File: src/rtl/hazard_scoreboard.sv
// Hazard unit beside ID: per-register load scoreboard, control-hazard hold FSM,
// redirect flush path and saturating stall/flush counters.
module hazard_scoreboard #(
   parameter int unsigned NUM_REGS   = 32,
   parameter int unsigned REG_W      = $clog2(NUM_REGS),
   parameter int unsigned OPC_W      = 5,
   parameter int unsigned LOAD_LAT   = 2,
   parameter int unsigned BR_PENALTY = 1,
   parameter int unsigned CNT_W      = 16
) (
   input  logic             clk,
   input  logic             reset,
   input  logic             ID_Valid,
   input  logic [REG_W-1:0] ID_Rs1,
   input  logic [REG_W-1:0] ID_Rs2,
   input  logic             ID_UsesRs1,
   input  logic             ID_UsesRs2,
   input  logic [OPC_W-1:0] ID_Opcode,
   input  logic             EX_Valid,
   input  logic             EX_MemRead,
   input  logic [REG_W-1:0] EX_Rd,
   input  logic             Redirect,
   output logic             PcWriteEn,
   output logic             IF_ID_WriteEn,
   output logic             IF_ID_Flush,
   output logic             ID_EX_Bubble,
   output logic [CNT_W-1:0] StallCount,
   output logic [CNT_W-1:0] FlushCount
);

   localparam int unsigned SB_W   = $clog2(LOAD_LAT) + 1;
   localparam int unsigned HOLD_W = (BR_PENALTY > 0) ? $clog2(BR_PENALTY + 1) : 1;
   localparam bit          HOLD_EN = (BR_PENALTY != 0);

   localparam logic [OPC_W-1:0] OPC_JAL    = OPC_W'(5'b11011);
   localparam logic [OPC_W-1:0] OPC_BRANCH = OPC_W'(5'b11000);
   localparam logic [OPC_W-1:0] OPC_JALR   = OPC_W'(5'b11001);

   typedef enum logic {RUN, CTRL_HOLD} state_t;

   state_t              state_q, state_d;
   logic [HOLD_W-1:0]   hold_q, hold_d;
   logic [SB_W-1:0]     sb_q [NUM_REGS];
   logic [CNT_W-1:0]    stall_cnt_q, flush_cnt_q;

   logic ex_load, ex_load_wr;
   logic haz_rs1, haz_rs2, data_haz, is_ctrl;

   // A load in EX hazards immediately; the scoreboard covers the cycles after it leaves EX.
   assign ex_load    = EX_Valid & EX_MemRead;
   assign ex_load_wr = ex_load & (EX_Rd != '0);

   assign haz_rs1 = ID_Valid & ID_UsesRs1 & (ID_Rs1 != '0) &
                    ((ex_load & (EX_Rd == ID_Rs1)) | (sb_q[ID_Rs1] != '0));
   assign haz_rs2 = ID_Valid & ID_UsesRs2 & (ID_Rs2 != '0) &
                    ((ex_load & (EX_Rd == ID_Rs2)) | (sb_q[ID_Rs2] != '0));
   assign data_haz = haz_rs1 | haz_rs2;

   assign is_ctrl = ID_Valid & ((ID_Opcode == OPC_JAL) | (ID_Opcode == OPC_BRANCH) |
                                (ID_Opcode == OPC_JALR));

   always_ff @(posedge clk) begin
      if (reset) begin
         state_q <= RUN;
         hold_q  <= '0;
      end else begin
         state_q <= state_d;
         hold_q  <= hold_d;
      end
   end

   // Next-state and pipeline controls; priority reset > redirect > data hazard > control.
   always_comb begin
      state_d       = state_q;
      hold_d        = hold_q;
      PcWriteEn     = 1'b1;
      IF_ID_WriteEn = 1'b1;
      IF_ID_Flush   = 1'b0;
      ID_EX_Bubble  = 1'b0;

      case (state_q)
         RUN: begin
            if (is_ctrl && !data_haz && !Redirect && HOLD_EN) begin
               state_d = CTRL_HOLD;
               hold_d  = HOLD_W'(BR_PENALTY);
            end
         end
         CTRL_HOLD: begin
            if (hold_q != '0)
               hold_d = hold_q - HOLD_W'(1);
            if ((hold_q == HOLD_W'(1)) || Redirect) begin
               state_d = RUN;
               hold_d  = '0;
            end
         end
         default: begin
            state_d = RUN;
            hold_d  = '0;
         end
      endcase

      if (reset) begin
         PcWriteEn     = 1'b0;
         IF_ID_WriteEn = 1'b0;
         IF_ID_Flush   = 1'b1;
         ID_EX_Bubble  = 1'b1;
      end else if (Redirect) begin
         IF_ID_Flush   = 1'b1;
         ID_EX_Bubble  = 1'b1;
      end else if (data_haz) begin
         PcWriteEn     = 1'b0;
         IF_ID_WriteEn = 1'b0;
         ID_EX_Bubble  = 1'b1;
      end else if ((is_ctrl && (state_q == RUN)) || (state_q == CTRL_HOLD)) begin
         PcWriteEn     = 1'b0;
         IF_ID_Flush   = 1'b1;
      end
   end

   // Scoreboard: a new load overrides the countdown for its register; x0 is never loaded.
   always_ff @(posedge clk) begin
      if (reset) begin
         for (int i = 0; i < NUM_REGS; i++)
            sb_q[i] <= '0;
      end else begin
         for (int i = 0; i < NUM_REGS; i++) begin
            if (ex_load_wr && (EX_Rd == REG_W'(i)))
               sb_q[i] <= SB_W'(LOAD_LAT - 1);
            else if (sb_q[i] != '0)
               sb_q[i] <= sb_q[i] - SB_W'(1);
         end
      end
   end

   always_ff @(posedge clk) begin
      if (reset) begin
         stall_cnt_q <= '0;
         flush_cnt_q <= '0;
      end else begin
         if (data_haz && !Redirect && (stall_cnt_q != '1))
            stall_cnt_q <= stall_cnt_q + CNT_W'(1);
         if (Redirect && (flush_cnt_q != '1))
            flush_cnt_q <= flush_cnt_q + CNT_W'(1);
      end
   end

   assign StallCount = stall_cnt_q;
   assign FlushCount = flush_cnt_q;

endmodule

File: config.mk
export PLATFORM = sky130hd
export DESIGN_NAME = hazard_scoreboard
export DESIGN_NICKNAME = d
export VERILOG_FILES = /design/src/rtl/hazard_scoreboard.sv
export SDC_FILE = /design/constraint.sdc
export NUM_CORES = 1
export LEC_CHECK = 0
export ABC_CLOCK_PERIOD_IN_PS = 2900
export CAP_MARGIN = 20
export CORE_MARGIN = 4
export CORE_UTILIZATION = 30
export DETAILED_ROUTE_END_ITERATION = 7
export PLACE_DENSITY_LB_ADDON = 0.3
export SLEW_MARGIN = 5
export SYNTH_ARGS = -nofsm -noshare
export SYNTH_HDL_FRONTEND = slang
export SYNTH_SLANG_ARGS = --single-unit
File: constraint.sdc
create_clock -name clk -period 2.9 [get_ports clk]
set_input_delay 0.435 -clock clk [delete_from_list [all_inputs] [get_ports clk]]
set_output_delay 0.435 -clock clk [all_outputs]
set_load 0.02 [all_outputs]
==> impl_results.md <==
- Status: complete, but fails checks
- Failing checks: setup timing
- Yosys cell types: 56
- Initial antenna violation count: 1
- Initial core utilization: 0.308
- Antenna Nets Post-Route: 0
- Number of top-level pins: 64
- Hold buffer count at cts: 0
- Post-Syn Area: 6290 um^2
- Final net count: 940
- Final hold violation count: 0
- Detailed-route via count: 5582
- Worst-Skew Late Latency: 360 ps
- Clk slew on worst S/H paths: 80 ps
- CTS Root Cell: clkbuf_16
- Post-Syn Nets: 799
- F_max: 311 MHz
- Area Overhead vs Synth: 32.2%
- CTS Buf Count: 9
- Final WS setup: -313 ps
- Global route total overflow: 0
- Placed Area: 7850 um^2
- Placed Instances: 1130
- H-tree lvl count: 3
- Vias in the first global route: 5160
- Hold crit path type: input pin to register
- GRT Total Usage: 0.140
- Cell Rows: 52
- Die width: 153 um
- First-pass GRT wire length: 26400 um
- Ys async rst share: 0
- Gpl congestion: 0.817
- Layout Skew: 8.87 ps
- FF+latch area: 2600 um^2
- Worst-Margin Slew: 672 ps
- Setup crit start kind: register
- Port Buf Inserts: 63
- Crit path max fanout: 3
- P per Cell Area: 718 nW/um^2
- Post-synthesis sequential area ratio: 0.414
- # setup viols final: 4
- Post-layout util: 0.407
- DIE HEIGHT: 153 um
- Max-cap violations: 0
- Via density: 4.84
- Post-synth EDFFs: 64
- Syn Area/Cell: 8.54 um^2
- Synth Register Bits: 98
- Sink Count: 98
- Final Max Slew Viols: 0
- Most used DFF post-synth: edfxtp_1
- Post-layout min period: 3210 ps
- Most common cell after layout, fill and taps aside: nor2_1
- Critical Path RT: 2470 ps
- Layout Cells excl Fill: 1154
- Worst hold margin: 453 ps
- Pleak: 3.34 nW
- Footprint of the multi-input gates: 3270 um^2
- DR pass1 iterations: 4
- Post-DR wirelength/cell: 14.3 um
- HPWL Detailed: 12400 um
- Commonest non-fill, non-tap cells in the layout: nor2_1 (126), buf_4 (97), inv_1 (89)
- Share of layout cells above drive strength 1: 0.179
- Total die area: 23400 um^2
- FILL cells: 2070
- Iter 0 DRT Violations: 252
- CTS tree: built
- Final Instance Area: 8320 um^2
- Worst setup path category: register to primary output
- WP data arrival: 2780 ps
- RSZ-0062 raised after global routing: yes
- Final worst-path cycle share: 1.11
- Ys Warns: 0
- Setup crit end kind: primary output
- Final Power: 5.97 mW
- CTS Buffer Depth: 2
- Largest net degree at the start of global routing: 66
- Rel. slew slack: 0.552
- Post-route DRC: 0
- Total wire length: 16500 um
- VDD IR max: 0.000392 V
- Gate Count Post-Synth: 737
- Core footprint: 20400 um^2
## repair_timing
item	CTS	global route
gates resized for setup	43	11
cloned	2	0
hold endpoints to repair	0	0
pin swaps	8	6
setup endpoints to repair	6	5
setup buffers	4	1
## Yosys cell counts, drive strengths merged, types with 5 or more instances
master | number | share of area
inv | 90 | 0.054
and4 | 5 | 0.0070
edfxtp | 64 | 0.31
or3 | 15 | 0.016
mux2 | 6 | 0.011
nor3b | 25 | 0.030
buf | 13 | 0.012
dfxtp | 34 | 0.11
nor4 | 20 | 0.020
nor3 | 21 | 0.017
nand2 | 71 | 0.042
a21oi | 43 | 0.034
nor2 | 129 | 0.077
nand2b | 7 | 0.0070
xor2 | 13 | 0.018
clkbuf | 21 | 0.013
ha | 34 | 0.068
nor2b | 10 | 0.0099
xnor2 | 9 | 0.013
and3 | 5 | 0.0058
a31oi | 16 | 0.016
mux4 | 9 | 0.033
o21ai | 23 | 0.020
nand4 | 8 | 0.0080
nand3 | 13 | 0.010
## cell families after synthesis
| family | after synthesis | synth area share |
|---|---|---|
| xor+xnor | 22 | 0.0306 |
| mux | 17 | 0.0473 |
| compound gates | 99 | 0.0948 |
| simple gates | 343 | 0.267 |
| buf+inv | 124 | 0.0789 |
| flops | 98 | 0.414 |
| fa+ha+maj | 34 | 0.0676 |
## registers in the layout (all words and copies together) (netlist names)
register,flops
FlushCount,16
state_q,1
StallCount,16
sb_q,64
hold_q,1
## power by group
part	switching [mW]	total, mW	internal, mW
sequential	0.264	2.32	2.05
clock	0.602	1.21	0.607
combinational	1.22	2.45	1.23
## per-stage QoR
stage | setup TNS (ps) | worst slack [ps]
floorplan | -199 | -80.6
global placement | -9570 | -1030
detailed placement | -9880 | -1050
CTS | -1150 | -322
global route | -1440 | -392
finish | -1080 | -313
## per-layer routing
metal | global-route usage | routed length (um)
met3 | 0.0336 | 871
met1 | 0.190 | 7980
met5 | 0 | 0
met2 | 0.221 | 7370
met4 | 0.0450 | 294
## area by class of cell
| cell class | instances | area share |
|---|---|---|
| Antenna cell | 1 | 0.000301 |
| Clock buffer | 9 | 0.0271 |
| Clock inverter | 7 | 0.00857 |
| Inverter | 90 | 0.0409 |
| Multi-Input combinational cell | 515 | 0.393 |
| Sequential cell | 98 | 0.313 |
| Tap cell | 270 | 0.0406 |
| Timing Repair Buffer | 164 | 0.176 |
## worst max-delay path, stage by stage, from the launching register on
cell,delay [ps]
edfxtp_1,470
nor4_4,340
nor3b_2,80
and3_1,180
or4b_4,490
and3_4,190
or2_4,250
nand2b_4,150
a21oi_4,150
buf_6,130
## worst paths after layout
path               from             end  slack [ps]  depth (start not counted)
min reg2reg      hold_q          hold_q         480                          1
min               reset         state_q         450                          3
max          sb_q[8][0]       PcWriteEn        -310                          9
max reg2reg  sb_q[8][0]  StallCount[12]         240                          9
No activity file was read; power rests on OpenSTA's default activity.
